File: config.mk
export PLATFORM = sky130hd
export DESIGN_NAME = occ_fetch_flat
export DESIGN_NICKNAME = d
export VERILOG_FILES = /design/src/rtl/occ_fetch_pkg.sv /design/src/rtl/occ_fetch_if.sv /design/src/rtl/occ_fetch_c_cache.sv /design/src/rtl/occ_fetch.sv /design/src/flat_wrapper.sv
export SDC_FILE = /design/constraint.sdc
export NUM_CORES = 1
export LEC_CHECK = 0
export CORE_UTILIZATION = 50
export CTS_BUF_LIST = sky130_fd_sc_hd__clkbuf_4
export DETAILED_ROUTE_END_ITERATION = 8
export DONT_BUFFER_PORTS = 1
export HOLD_SLACK_MARGIN = 0.02
export MAX_ROUTING_LAYER = met4
export SYNTH_ARGS = -nofsm -noshare
export SYNTH_HDL_FRONTEND = slang
export SYNTH_HIERARCHICAL = 1
export SYNTH_SLANG_ARGS = --single-unit
File: constraint.sdc
create_clock -name clk -period 2.4 [get_ports clk]
set_input_delay 0.36 -clock clk [delete_from_list [all_inputs] [get_ports clk]]
set_output_delay 0.36 -clock clk [all_outputs]
set_load 0.05 [all_outputs]
File: src/rtl/occ_fetch_pkg.sv
`default_nettype none
// ============================================================================
//  Module      : acc_pkg
//  Description : Shared constants, state encoding and address helpers for the
//                operand-fetch stage (Occ / C index memory map).
//  Revision    : 1.0 - initial release
// ============================================================================
package acc_pkg;

    localparam int ADDR_W = 12;
    localparam int DATA_W = 8;

    localparam logic [ADDR_W-1:0] C_BASE = 12'hFFC;

    localparam logic [1:0] SYM_A = 2'd0;
    localparam logic [1:0] SYM_C = 2'd1;
    localparam logic [1:0] SYM_G = 2'd2;
    localparam logic [1:0] SYM_T = 2'd3;

    typedef enum logic [2:0] {
        ST_IDLE = 3'd0,
        ST_RD1  = 3'd1,
        ST_RD2  = 3'd2,
        ST_RDC  = 3'd3,
        ST_LAST = 3'd4,
        ST_OUT  = 3'd5
    } state_t;

    // Occ(s, n) lives in the low 1K words, one 256-entry row per symbol.
    function automatic logic [ADDR_W-1:0] occ_addr(input logic [1:0] sym,
                                                   input logic [DATA_W-1:0] n);
        return {2'b00, sym, n};
    endfunction

    // C(s) occupies the top four words of the address space.
    function automatic logic [ADDR_W-1:0] c_addr(input logic [1:0] sym);
        return C_BASE + {{(ADDR_W-2){1'b0}}, sym};
    endfunction

endpackage
`default_nettype wire

File: src/rtl/occ_fetch_if.sv
`default_nettype none
// ============================================================================
//  Module      : occ_fetch_if
//  Description : Request, index-memory and operand-bundle signals of the
//                operand-fetch stage. master = fetch stage, slave = its
//                environment (request source, memory and ex consumer).
//  Revision    : 1.0 - initial release
// ============================================================================
interface occ_fetch_if;
    import acc_pkg::*;

    // request side
    logic              req_valid;
    logic              req_ready;
    logic [4:0]        req_position;
    logic [DATA_W-1:0] req_i;
    logic [DATA_W-1:0] req_z;
    logic [DATA_W-1:0] req_k;
    logic [DATA_W-1:0] req_l;
    logic [DATA_W-1:0] req_d_i;
    logic [1:0]        req_read_i;

    // index memory
    logic              mem_en;
    logic [ADDR_W-1:0] mem_addr;
    logic [DATA_W-1:0] mem_rdata;

    // operand bundle toward ex
    logic              out_valid;
    logic              out_ready;
    logic [4:0]        position_out;
    logic [ADDR_W-1:0] addr_out;
    logic [DATA_W-1:0] i_out;
    logic [DATA_W-1:0] z_out;
    logic [DATA_W-1:0] k_out;
    logic [DATA_W-1:0] l_out;
    logic [DATA_W-1:0] d_i_out;
    logic [1:0]        read_i_out;
    logic [DATA_W-1:0] data_1_out;
    logic [DATA_W-1:0] data_2_out;
    logic [DATA_W-1:0] C_out;

    modport master (
        input  req_valid, req_position, req_i, req_z, req_k, req_l, req_d_i, req_read_i,
        output req_ready,
        output mem_en, mem_addr,
        input  mem_rdata,
        input  out_ready,
        output out_valid, position_out, addr_out, i_out, z_out, k_out, l_out,
               d_i_out, read_i_out, data_1_out, data_2_out, C_out
    );

    modport slave (
        output req_valid, req_position, req_i, req_z, req_k, req_l, req_d_i, req_read_i,
        input  req_ready,
        input  mem_en, mem_addr,
        output mem_rdata,
        output out_ready,
        input  out_valid, position_out, addr_out, i_out, z_out, k_out, l_out,
               d_i_out, read_i_out, data_1_out, data_2_out, C_out
    );

endinterface
`default_nettype wire

File: src/rtl/occ_fetch_c_cache.sv
`default_nettype none
// ============================================================================
//  Module      : c_cache
//  Description : Four-entry C(s) cache, one register and valid bit per base
//                symbol. Entries are filled on a miss and cleared by reset.
//  Revision    : 1.0 - initial release
// ============================================================================
module c_cache
    import acc_pkg::*;
(
    input  wire logic              clk,
    input  wire logic              rst_n,
    input  wire logic              wr_en,
    input  wire logic [1:0]        wr_sym,
    input  wire logic [DATA_W-1:0] wr_data,
    input  wire logic [1:0]        rd_sym,
    output logic                   hit,
    output logic [DATA_W-1:0]      rd_data
);

    logic [3:0]        r_valid;
    logic [DATA_W-1:0] r_data [4];

    // Fill the entry for the written symbol; reset invalidates everything.
    always_ff @(posedge clk or negedge rst_n) begin
        if (!rst_n) begin
            r_valid <= '0;
            for (int n = 0; n < 4; n++) begin
                r_data[n] <= '0;
            end
        end else if (wr_en) begin
            r_valid[wr_sym] <= 1'b1;
            r_data[wr_sym]  <= wr_data;
        end
    end

    assign hit     = r_valid[rd_sym];
    assign rd_data = r_data[rd_sym];

endmodule
`default_nettype wire

File: src/rtl/occ_fetch.sv
`default_nettype none
// ============================================================================
//  Module      : occ_fetch
//  Description : Operand-fetch stage feeding ex. Reads Occ(s,k-1), Occ(s,l)
//                and C(s) from the index memory for one backward-search step
//                and presents the operand bundle over valid/ready.
//                Optional macro OCC_FETCH_C_CACHE_EN adds a 4-entry C cache
//                that skips the C read on a hit.
//  Revision    : 1.0 - initial release
// ============================================================================
module occ_fetch
    import acc_pkg::*;
(
    input  wire logic   clk,
    input  wire logic   rst_n,
    occ_fetch_if.master bus
);

    state_t            r_state;
    logic              r_req_ready;
    logic              r_out_valid;
    logic              r_mem_en;
    logic [ADDR_W-1:0] r_mem_addr;

    logic [4:0]        r_pos;
    logic [DATA_W-1:0] r_i;
    logic [DATA_W-1:0] r_z;
    logic [DATA_W-1:0] r_k;
    logic [DATA_W-1:0] r_l;
    logic [DATA_W-1:0] r_d_i;
    logic [1:0]        r_s;
    logic              r_k_nz;
    logic              r_c_hit;
    logic [DATA_W-1:0] r_data_1;
    logic [DATA_W-1:0] r_data_2;
    logic [DATA_W-1:0] r_c;

    logic              w_c_hit;
    logic [DATA_W-1:0] w_c_data;

`ifdef OCC_FETCH_C_CACHE_EN
    logic              w_c_wr;

    // Only a miss reaches LAST with C on the read-data bus.
    assign w_c_wr = (r_state == ST_LAST) && !r_c_hit;

    c_cache u_c_cache (
        .clk     (clk),
        .rst_n   (rst_n),
        .wr_en   (w_c_wr),
        .wr_sym  (r_s),
        .wr_data (bus.mem_rdata),
        .rd_sym  (r_s),
        .hit     (w_c_hit),
        .rd_data (w_c_data)
    );
`else
    assign w_c_hit  = 1'b0;
    assign w_c_data = '0;
`endif

    // Fetch sequencer: issues reads one cycle ahead and captures the data
    // returned for the previous issue; all outputs are registered.
    always_ff @(posedge clk or negedge rst_n) begin
        if (!rst_n) begin
            r_state     <= ST_IDLE;
            r_req_ready <= 1'b1;
            r_out_valid <= 1'b0;
            r_mem_en    <= 1'b0;
            r_mem_addr  <= '0;
            r_pos       <= '0;
            r_i         <= '0;
            r_z         <= '0;
            r_k         <= '0;
            r_l         <= '0;
            r_d_i       <= '0;
            r_s         <= '0;
            r_k_nz      <= 1'b0;
            r_c_hit     <= 1'b0;
            r_data_1    <= '0;
            r_data_2    <= '0;
            r_c         <= '0;
        end else begin
            case (r_state)
                ST_IDLE: begin
                    if (bus.req_valid) begin
                        r_pos       <= bus.req_position;
                        r_i         <= bus.req_i;
                        r_z         <= bus.req_z;
                        r_k         <= bus.req_k;
                        r_l         <= bus.req_l;
                        r_d_i       <= bus.req_d_i;
                        r_s         <= bus.req_read_i;
                        r_k_nz      <= (bus.req_k != '0);
                        r_c_hit     <= 1'b0;
                        // Occ(s,-1) is zero by definition; no read for it.
                        r_data_1    <= '0;
                        r_req_ready <= 1'b0;
                        r_mem_en    <= 1'b1;
                        if (bus.req_k != '0) begin
                            r_mem_addr <= occ_addr(bus.req_read_i, bus.req_k - 8'd1);
                            r_state    <= ST_RD1;
                        end else begin
                            r_mem_addr <= occ_addr(bus.req_read_i, bus.req_l);
                            r_state    <= ST_RD2;
                        end
                    end
                end
                ST_RD1: begin
                    r_mem_addr <= occ_addr(r_s, r_l);
                    r_state    <= ST_RD2;
                end
                ST_RD2: begin
                    if (r_k_nz) begin
                        r_data_1 <= bus.mem_rdata;
                    end
                    if (w_c_hit) begin
                        r_c_hit    <= 1'b1;
                        r_mem_en   <= 1'b0;
                        r_mem_addr <= '0;
                        r_state    <= ST_LAST;
                    end else begin
                        r_mem_addr <= c_addr(r_s);
                        r_state    <= ST_RDC;
                    end
                end
                ST_RDC: begin
                    r_data_2   <= bus.mem_rdata;
                    r_mem_en   <= 1'b0;
                    r_mem_addr <= '0;
                    r_state    <= ST_LAST;
                end
                ST_LAST: begin
                    if (r_c_hit) begin
                        r_data_2 <= bus.mem_rdata;
                        r_c      <= w_c_data;
                    end else begin
                        r_c      <= bus.mem_rdata;
                    end
                    r_out_valid <= 1'b1;
                    r_state     <= ST_OUT;
                end
                ST_OUT: begin
                    if (bus.out_ready) begin
                        r_out_valid <= 1'b0;
                        r_req_ready <= 1'b1;
                        r_state     <= ST_IDLE;
                    end
                end
                default: begin
                    r_state     <= ST_IDLE;
                    r_req_ready <= 1'b1;
                    r_out_valid <= 1'b0;
                    r_mem_en    <= 1'b0;
                    r_mem_addr  <= '0;
                end
            endcase
        end
    end

    assign bus.req_ready    = r_req_ready;
    assign bus.mem_en       = r_mem_en;
    assign bus.mem_addr     = r_mem_addr;
    assign bus.out_valid    = r_out_valid;
    assign bus.position_out = r_pos;
    assign bus.addr_out     = occ_addr(r_s, r_l);
    assign bus.i_out        = r_i;
    assign bus.z_out        = r_z;
    assign bus.k_out        = r_k;
    assign bus.l_out        = r_l;
    assign bus.d_i_out      = r_d_i;
    assign bus.read_i_out   = r_s;
    assign bus.data_1_out   = r_data_1;
    assign bus.data_2_out   = r_data_2;
    assign bus.C_out        = r_c;

endmodule
`default_nettype wire

File: src/flat_wrapper.sv
// flat-port wrapper written by rule: the top's interface ports become plain ports
module occ_fetch_flat import acc_pkg::*;
  (clk, rst_n, bus_req_valid, bus_req_position, bus_req_i, bus_req_z, bus_req_k, bus_req_l, bus_req_d_i, bus_req_read_i, bus_req_ready, bus_mem_en, bus_mem_addr, bus_mem_rdata, bus_out_ready, bus_out_valid, bus_position_out, bus_addr_out, bus_i_out, bus_z_out, bus_k_out, bus_l_out, bus_d_i_out, bus_read_i_out, bus_data_1_out, bus_data_2_out, bus_C_out);
  occ_fetch_if bus_i ();
  input  wire logic clk;
  input  wire logic rst_n;
  input wire logic [$bits(bus_i.req_valid)-1:0] bus_req_valid;
  input wire logic [$bits(bus_i.req_position)-1:0] bus_req_position;
  input wire logic [$bits(bus_i.req_i)-1:0] bus_req_i;
  input wire logic [$bits(bus_i.req_z)-1:0] bus_req_z;
  input wire logic [$bits(bus_i.req_k)-1:0] bus_req_k;
  input wire logic [$bits(bus_i.req_l)-1:0] bus_req_l;
  input wire logic [$bits(bus_i.req_d_i)-1:0] bus_req_d_i;
  input wire logic [$bits(bus_i.req_read_i)-1:0] bus_req_read_i;
  output wire logic [$bits(bus_i.req_ready)-1:0] bus_req_ready;
  output wire logic [$bits(bus_i.mem_en)-1:0] bus_mem_en;
  output wire logic [$bits(bus_i.mem_addr)-1:0] bus_mem_addr;
  input wire logic [$bits(bus_i.mem_rdata)-1:0] bus_mem_rdata;
  input wire logic [$bits(bus_i.out_ready)-1:0] bus_out_ready;
  output wire logic [$bits(bus_i.out_valid)-1:0] bus_out_valid;
  output wire logic [$bits(bus_i.position_out)-1:0] bus_position_out;
  output wire logic [$bits(bus_i.addr_out)-1:0] bus_addr_out;
  output wire logic [$bits(bus_i.i_out)-1:0] bus_i_out;
  output wire logic [$bits(bus_i.z_out)-1:0] bus_z_out;
  output wire logic [$bits(bus_i.k_out)-1:0] bus_k_out;
  output wire logic [$bits(bus_i.l_out)-1:0] bus_l_out;
  output wire logic [$bits(bus_i.d_i_out)-1:0] bus_d_i_out;
  output wire logic [$bits(bus_i.read_i_out)-1:0] bus_read_i_out;
  output wire logic [$bits(bus_i.data_1_out)-1:0] bus_data_1_out;
  output wire logic [$bits(bus_i.data_2_out)-1:0] bus_data_2_out;
  output wire logic [$bits(bus_i.C_out)-1:0] bus_C_out;
  assign bus_i.req_valid = bus_req_valid;
  assign bus_i.req_position = bus_req_position;
  assign bus_i.req_i = bus_req_i;
  assign bus_i.req_z = bus_req_z;
  assign bus_i.req_k = bus_req_k;
  assign bus_i.req_l = bus_req_l;
  assign bus_i.req_d_i = bus_req_d_i;
  assign bus_i.req_read_i = bus_req_read_i;
  assign bus_req_ready = bus_i.req_ready;
  assign bus_mem_en = bus_i.mem_en;
  assign bus_mem_addr = bus_i.mem_addr;
  assign bus_i.mem_rdata = bus_mem_rdata;
  assign bus_i.out_ready = bus_out_ready;
  assign bus_out_valid = bus_i.out_valid;
  assign bus_position_out = bus_i.position_out;
  assign bus_addr_out = bus_i.addr_out;
  assign bus_i_out = bus_i.i_out;
  assign bus_z_out = bus_i.z_out;
  assign bus_k_out = bus_i.k_out;
  assign bus_l_out = bus_i.l_out;
  assign bus_d_i_out = bus_i.d_i_out;
  assign bus_read_i_out = bus_i.read_i_out;
  assign bus_data_1_out = bus_i.data_1_out;
  assign bus_data_2_out = bus_i.data_2_out;
  assign bus_C_out = bus_i.C_out;
  occ_fetch u_core (.clk(clk), .rst_n(rst_n), .bus(bus_i));
endmodule
# == Word-level counts from Yosys, hierarchy flattened ==
# Index checks and enable logic that the tools add are counted.
# totals
ff_bits,90
out_inout_bits,98
word_cells,65
# classes
n_addsub,2
n_eq_ne,8
n_mux,18
bitwise_logic,5
n_reduce_logical,16
# ops
operator,count
$pmux 12 s4,1
$mux 8,4
$pmux 3 s6,1
$pmux 8 s2,1
$mux 12,1
$reduce_and 2->1,6
$reduce_or 4->1,3
$reduce_bool 8->1,1
$sub 8x1->8 const B,1
$eq 3x2->1 const B,2
$eq 3x3->1 const B,2
$mux 3,2
$pmux 1 s3,2
$reduce_and 3->1,2
$not 1->1,5
$add 3x3->4 const A,1
$mux 1,4
$ne 2x2->1 const B,2
$reduce_bool 2->1,2
$eq 3x1->1 const B,1
$logic_not 3->1,1
$mux 2,1
$ne 2x1->1 const B,1
$pmux 1 s2,1
$reduce_or 2->1,1

# == Depth between registers and ports, before layout ==
# Gate-level depths: netlist of the first run.
# logic_depth
ltp_word,4
mapped_depth,6
ltp_nobuf,6

# == Worst setup path after synthesis of the first run ==
# No wires, ideal clock.
# synth_timing
path_kind,input port to flip-flop
from,input port bus_req_k[0]
to,register u_core.r_mem_addr[1] (netlist: u_core/bus.mem_addr[1])
setup_time_ns,0.120
arrival_time_ns,1.755
required_ns,2.280
setup_slack_ns,0.525
stages,6
path_cell_list,inv_1 -> ha_1 -> or4b_4 -> nor4_4 -> nand2b_1 -> a31o_2
# synth_between
elab_chain_cells,4
word_cells_on_any_way,5
classes_between,add/sub: 1; mux: 3; reduce/logical: 1
# synth_lines
element,line_no,rtl
"start, declared",flat_wrapper.sv:11,input wire logic [$bits(bus_i.req_k)-1:0] bus_req_k;
$sub 8x1->8 / $reduce_bool 8->1 (equally long branches),"occ_fetch.sv:101, occ_fetch.sv:100",
$mux 8 (*),occ_fetch.sv:100,if (bus.req_k != '0) begin
$mux 12 (*),occ_fetch.sv:86,if (bus.req_valid) begin
$pmux 12 s4 (*),occ_fetch.sv:84,case (r_state)
"end signal, assigned",occ_fetch.sv:101,"r_mem_addr <= occ_addr(bus.req_read_i, bus.req_k - 8'd1);"
"end signal, assigned",occ_fetch.sv:104,"r_mem_addr <= occ_addr(bus.req_read_i, bus.req_l);"
"end signal, assigned",occ_fetch.sv:110,"r_mem_addr <= occ_addr(r_s, r_l);"
"end, declared",occ_fetch.sv:23,logic [ADDR_W-1:0] r_mem_addr;
# Mark *: on every way between the ends. The rest lies on a longest branch, timed or not. The select of a mux whose other input is x is not followed.
# A chain may end at the register's enable or synchronous reset.

# == Worst setup path after layout of the first run ==
# layout_timing
from,register u_core.r_state[0]
to,register u_core.r_data_1[1] (netlist: u_core/bus.data_1_out[1])
# layout_between
elab_chain_cells,3
word_cells_on_any_way,7
classes_between,eq/ne: 3; mux: 1; reduce/logical: 3
# layout_lines
element,line_no,rtl
"start, declared",occ_fetch.sv:19,state_t r_state;
"start signal, assigned",occ_fetch.sv:66,r_state <= ST_IDLE;
"start signal, assigned",occ_fetch.sv:102,r_state <= ST_RD1;
"start signal, assigned",occ_fetch.sv:105,r_state <= ST_RD2;
$eq 3x2->1 / $logic_not 3->1 (equally long branches),occ_fetch.sv:84,
$ne 2x1->1 (no line) (tied with other cells),n/a,
$reduce_and 3->1 (no line),n/a,
"end signal, assigned",occ_fetch.sv:115,r_data_1 <= bus.mem_rdata;
"end, declared",occ_fetch.sv:34,logic [DATA_W-1:0] r_data_1;
# Parallel ways exist; a longest one is shown, timed or not.

==> results of run 1 <==
## synthesized netlist by cell type, drive strengths merged (2+ instances only)
master    n
mux2     16
xor2      2
a22oi     9
nand2   140
o22a      3
dfrtp    88
o221ai    3
nor2b     3
a21boi    2
o21ai    19
inv       9
a21oi    16
nor3      5
nor4      4
o22ai     3
buf      22
clkbuf   13
nor2     11
a22o     10
nand3b    3
## per-stage QoR
stage               hold WS [ns]  std cells  worst slack [ns]  utilization  cell area [um2]
floorplan                 0.0644        402             0.525            -             3900
global placement          0.0667        484             0.430        0.537             3980
detailed placement        0.0663        484             0.378        0.537             3980
CTS                       0.0217        548             0.454        0.622             4610
global route              0.0211        552             0.314        0.627             4650
finish                    0.0451        552             0.480        0.627             4650
## logic make-up (layout without fill, tap and decap cells)
logic type      Yosys count  count (layout)  share of synthesized area
mux                      17              17                     0.0488
other cells               1               2                   0.000962
compound gates           74              74                      0.127
fa+ha+maj                 1               1                    0.00321
simple gates            172             172                      0.186
buf+inv                  45              96                     0.0581
xor+xnor                  2               2                    0.00449
flops                    89              89                      0.572
## layer usage
layer  global-route usage  wire length (um)  up-vias
met3               0.0623               662       18
met2                0.411              4770      123
met1                0.319              4100     1502
met5                    -                 0        -
met4                0.114               212        0
li1                     -                 -     1416
## registers in the layout, summed over array words and instances (netlist names)
register and cells:
u_core/bus.position_out 5, u_core/bus.l_out 8, u_core/bus.C_out 8, u_core/bus.data_2_out 8, u_core/bus.read_i_out 2, u_core/bus.mem_en 1, u_core/bus.z_out 8, u_core/r_state 3
u_core/bus.d_i_out 8, u_core/bus.out_valid 1, u_core/bus.i_out 8, u_core/bus.mem_addr 11, u_core/bus.data_1_out 8, u_core/bus.req_ready 1, u_core/r_k_nz 1, u_core/bus.k_out 8
## critical path: stages (launching register included)
cell,delay [ns]
dfrtp_1,0.53
or2_2,0.44
nor3_4,0.37
nor2_1,0.25
a22o_1,0.24
## final cells by class
cell class / count / area share
multi-input combinational: 268 / 0.313
tap: 99 / 0.0267
timing repair buffer: 70 / 0.145
clock buffer: 9 / 0.0145
sequential: 89 / 0.480
clock inverter: 7 / 0.0129
inverter: 10 / 0.00808
## worst paths after layout
path                                             to               from  slack, ns  cells after the start
max                        u_core/bus.data_1_out[1]  u_core/r_state[0]       0.48                      4
min                        u_core/bus.data_1_out[5]   bus_mem_rdata[5]       0.05                      1
max reg2reg                u_core/bus.data_1_out[1]  u_core/r_state[0]       0.48                      4
min reg2reg                           u_core/r_k_nz      u_core/r_k_nz       0.53                      2
max in group asynchronous      u_core/bus.req_ready              rst_n       1.53                      2
min in group asynchronous  u_core/bus.data_2_out[5]              rst_n       0.53                      2
==> flow_metrics.env, run 1 <==
export IMPL_final_nets=508
export IMPL_n_antenna_cell=0
export IMPL_cts_buffers=9
export IMPL_period_share=0.800
export IMPL_clkTransAtPathRegs_ns=0.15
export IMPL_cp_data_required_time_ns=2.75
export IMPL_antenna_left=0
export IMPL_grt_pass1_vias=3162
export IMPL_die_w_um=90.3
export IMPL_synth_area_per_cell_um2=9.72
export IMPL_cts_htree_levels=3
export IMPL_fmax_mhz=521
export IMPL_cts_tree="yes"
export IMPL_dpl_hpwl_um=6170
export IMPL_core_area_um2=7410
export IMPL_routed_wl_um=9740
export IMPL_synth_cell_area_um2=3900
export IMPL_cp_start_kind="register"
export IMPL_rows=31
export IMPL_rsz0062_at_grt="no"
export IMPL_dr_pass1_iters=4
export IMPL_cts_setup_buffers=0
export IMPL_fin_crit_ns=1.92
export IMPL_ioPinCount=157
export IMPL_ys_flop_type="dfrtp_1"
export IMPL_async_reset_ff_frac=1.00
export IMPL_hold_viol=0
export IMPL_clk_path_buf_depth=2
export IMPL_nFillCells=639
export IMPL_vias=3059
export IMPL_mostFrequentLayoutCell="nand2_1"
export IMPL_syn_inst=401
export IMPL_area_growth_pct=19.2
export IMPL_ys_types=47
export IMPL_relSlewSlack=0.623
export IMPL_critPathKind="register to register"
export IMPL_fp_dieArea_um2=8150
export IMPL_ys_seq_area_frac=0.572
export IMPL_grt_pass1_wl_um=15900
export IMPL_grtUsageTotal=0.260
export IMPL_regArea_um2=2230
export IMPL_grt_max_degree=90
export IMPL_maxCapViolations=0
export IMPL_endpoint_kind="register"
export IMPL_antenna_found_initial=0
export IMPL_drive_gt1_frac=0.135
export IMPL_postSynthRegisterBits=89
export IMPL_port_buffers=0
export IMPL_path_max_fanout=13
export IMPL_synth_warnings=6
export IMPL_cts_resized=0
export IMPL_yosys_area_top_type="dfrtp_1"
export IMPL_clk_latency_ns=0.44
export IMPL_finalSetupViolCount=0
export IMPL_critPathArrivalTime_ns=2.27
export IMPL_overflow=0
export IMPL_post_drt_via_cell_ratio=5.54
export IMPL_tightest_slew_ns=0.565
export IMPL_clock_skew_ns=0.0134
export IMPL_timing_setup_tns_ns=0
export IMPL_fp_dieH_um=90.3
export IMPL_synth_area_leaders="dfrtp_1 56%, nand2_1 13%, mux2_2 4.6%"
export IMPL_outcome="finished clean"
export IMPL_maxSlewViolCount=0
export IMPL_floorplan_initialDensity=0.526
export IMPL_wl_per_cell_um=17.6
export IMPL_multi_input_area_um2=1460
export IMPL_clkSinkCount=89
export IMPL_drc_errors=0
export IMPL_gp_congestion=0.865
export IMPL_synth_edf_count=0
export IMPL_drtIter0Drc=158
export IMPL_cts_hold_buf=48
export IMPL_layout_cells_most_common_list="139 x nand2_1, 88 x dfrtp_1, 51 x dlygate4sd3_1"
export IMPL_synth_top_cell_area_share=0.565
export IMPL_root_buffer="clkbuf_4"
export IMPL_worst_hold_path_type="primary input to register"
Power of run 1 is not shown: default switching activity piles up to over one toggle a cycle in this logic, so the estimate is an artifact.
==> inputs of run 2 (changes only) <==
--- a/config.mk
+++ b/config.mk
@@ -11,6 +11,7 @@
 export DONT_BUFFER_PORTS = 1
 export HOLD_SLACK_MARGIN = 0.02
 export MAX_ROUTING_LAYER = met4
+export PLACE_DENSITY = 0.68
 export SYNTH_ARGS = -nofsm -noshare
 export SYNTH_HDL_FRONTEND = slang
 export SYNTH_HIERARCHICAL = 1
==> constraint.sdc (replaced) <==
create_clock -name clk -period 1.7 [get_ports clk]
set_input_delay 0.255 -clock clk [delete_from_list [all_inputs] [get_ports clk]]
set_output_delay 0.255 -clock clk [all_outputs]
set_load 0.05 [all_outputs]
==> run 2 against run 1 <==
Effect of this change: count of clock-buffer cells in the layout stayed put; flip-flop and latch count stayed put; global-route usage up 0.17 points; worst setup slack got worse by 0.41 ns; final cell count up 4.5%; critical path depth increased by 2; the flow now finishes with violations (negative hold slack); clock skew fell by 0.00087 ns; fmax up 18%; via count rose by 3.9%; first-iteration DRC count is 16% higher; non-clock buffer count rose by 25.
==> flow_metrics.env, run 2 (same netlist as run 1, synthesis figures left out) <==
export IMPL_outcome="finished with violations"
export IMPL_violations="negative hold slack"
export IMPL_path_cells="or2_2, nor3_4, buf_4, clkbuf_16, nand2_1, nand2_1"
export IMPL_fp_dieH_um=90.3
export IMPL_ioPinCount=157
export IMPL_clk_latency_ns=0.43
export IMPL_worst_hold_path_type="primary input to async pin"
export IMPL_fin_crit_ns=1.63
export IMPL_largest_reg_flops=11
export IMPL_gp_congestion=0.795
export IMPL_critPathArrivalTime_ns=1.99
export IMPL_die_w_um=90.3
export IMPL_timing_rr_start="u_core/r_state[2]"
export IMPL_finalSetupViolCount=0
export IMPL_core_area_um2=7410
export IMPL_antenna_left=0
export IMPL_n_antenna_cell=0
export IMPL_drive_gt1_frac=0.176
export IMPL_dpl_hpwl_um=6280
export IMPL_cpMostUsedCell="nand2_1"
export IMPL_maxCapViolations=0
export IMPL_path_max_fanout=24
export IMPL_period_share=0.957
export IMPL_cts_htree_levels=3
export IMPL_dp_slack_ns=0.00292
export IMPL_timing_setup_tns_ns=0
export IMPL_grtUsageTotal=0.262
export IMPL_endpoint_kind="register"
export IMPL_hold_viol=89
export IMPL_cts_hold_buf=55
export IMPL_fp_dieArea_um2=8150
export IMPL_routed_wl_um=10300
export IMPL_area_growth_pct=26.4
export IMPL_fin_util=0.665
export IMPL_nFillCells=604
export IMPL_cts_buffers=9
export IMPL_mostFrequentLayoutCell="nand2_1"
export IMPL_grt_pass1_wl_um=16300
export IMPL_cts_tree="yes"
export IMPL_wl_per_cell_um=17.8
export IMPL_floorplan_initialDensity=0.526
export IMPL_rows=31
export IMPL_critPathLaunch="u_core/r_state[2]"
export IMPL_root_buffer="clkbuf_4"
export IMPL_cp_slowest_stage_delay_ns=0.40
export IMPL_multi_input_area_um2=1470
export IMPL_cp_data_required_time_ns=2.07
export IMPL_tightest_slew_ns=0.550
export IMPL_layout_cells_most_common_list="139 x nand2_1, 88 x dfrtp_1, 55 x dlygate4sd3_1"
export IMPL_dr_pass1_iters=4
export IMPL_drc_errors=0
export IMPL_regArea_um2=2230
export IMPL_clkTransAtPathRegs_ns=0.14
export IMPL_vias=3178
export IMPL_grt_max_degree=90
export IMPL_drtIter0Drc=184
export IMPL_layout_setup_ws_ns=0.0732
export IMPL_overflow=0
export IMPL_clock_skew_ns=0.0126
export IMPL_maxSlewViolCount=0
export IMPL_cp_start_kind="register"
export IMPL_clkSinkCount=89
export IMPL_slowest_stage="dfrtp_1"
export IMPL_port_buffers=0
export IMPL_fmax_mhz=615
export IMPL_final_nets=533
export IMPL_critPathKind="register to register"
export IMPL_holdWs_ns=-0.497
export IMPL_antenna_found_initial=0
export IMPL_relSlewSlack=0.633
export IMPL_clk_path_buf_depth=2
export IMPL_grt_pass1_vias=3270
export IMPL_post_drt_via_cell_ratio=5.51
run 2: cell types whose count changed in the layout (fill, tap and decap cells not counted), sizes merged:
cell / previous run / this run
buf: 19 / 38
dlygate4sd3: 51 / 55
inv: 13 / 10
clkbuf: 9 / 11
clkinv: 2 / 4
bufinv: 0 / 1
run 2: per-stage QoR:
step,std cells,cell area [um2]
2_1_floorplan,402,3940
3_3_place_gp,501,4170
3_5_place_dp,501,4170
4_1_cts,572,4850
5_1_grt,577,4930
6_report,577,4930
run 2: worst paths after layout:
check,endpoint,slack (ns),cells past startpoint
max in group asynchronous,u_core/bus.req_ready,2.03,0
setup / recovery,u_core/bus.z_out[6],0.07,6
hold reg to reg,u_core/r_k_nz,0.54,2
setup reg to reg,u_core/bus.z_out[6],0.07,6
min in group clk,u_core/bus.mem_addr[5],0.06,2
hold / removal,u_core/bus.mem_addr[10],-0.50,0
run 2: timing repair:
| action | CTS | global route |
|---|---|---|
| hold endpoints to repair | 164 | 89 |
| setup endpoints to repair | 0 | 9 |
| setup buffers | 0 | 3 |
| gates resized for setup | 0 | 1 |
run 2: per-layer routing:
metal,vias up,share of wire,track usage
li1,1462,-,-
met1,1569,0.42,0.333
met2,132,0.50,0.421
met3,15,0.061,0.0488
met4,0,0.018,0.0941
met5,-,0,-
run 2: worst max-delay path: cells and delay by family, from the launching register on:
kind                   cells  cell delay [ns]
buffers and inverters      2             0.37
flip-flops                 1             0.40
AND/OR/NAND/NOR            4             0.79
run 2: final cells by class:
| type | count | share of cell area |
|---|---|---|
| sequential | 89 | 0.452 |
| tap | 99 | 0.0251 |
| clock inverter | 7 | 0.0142 |
| timing repair buffer | 95 | 0.185 |
| clock buffer | 9 | 0.0137 |
| inverter | 10 | 0.0117 |
| multi-input combinational | 268 | 0.298 |
Power of run 2 is left out for the same reason.
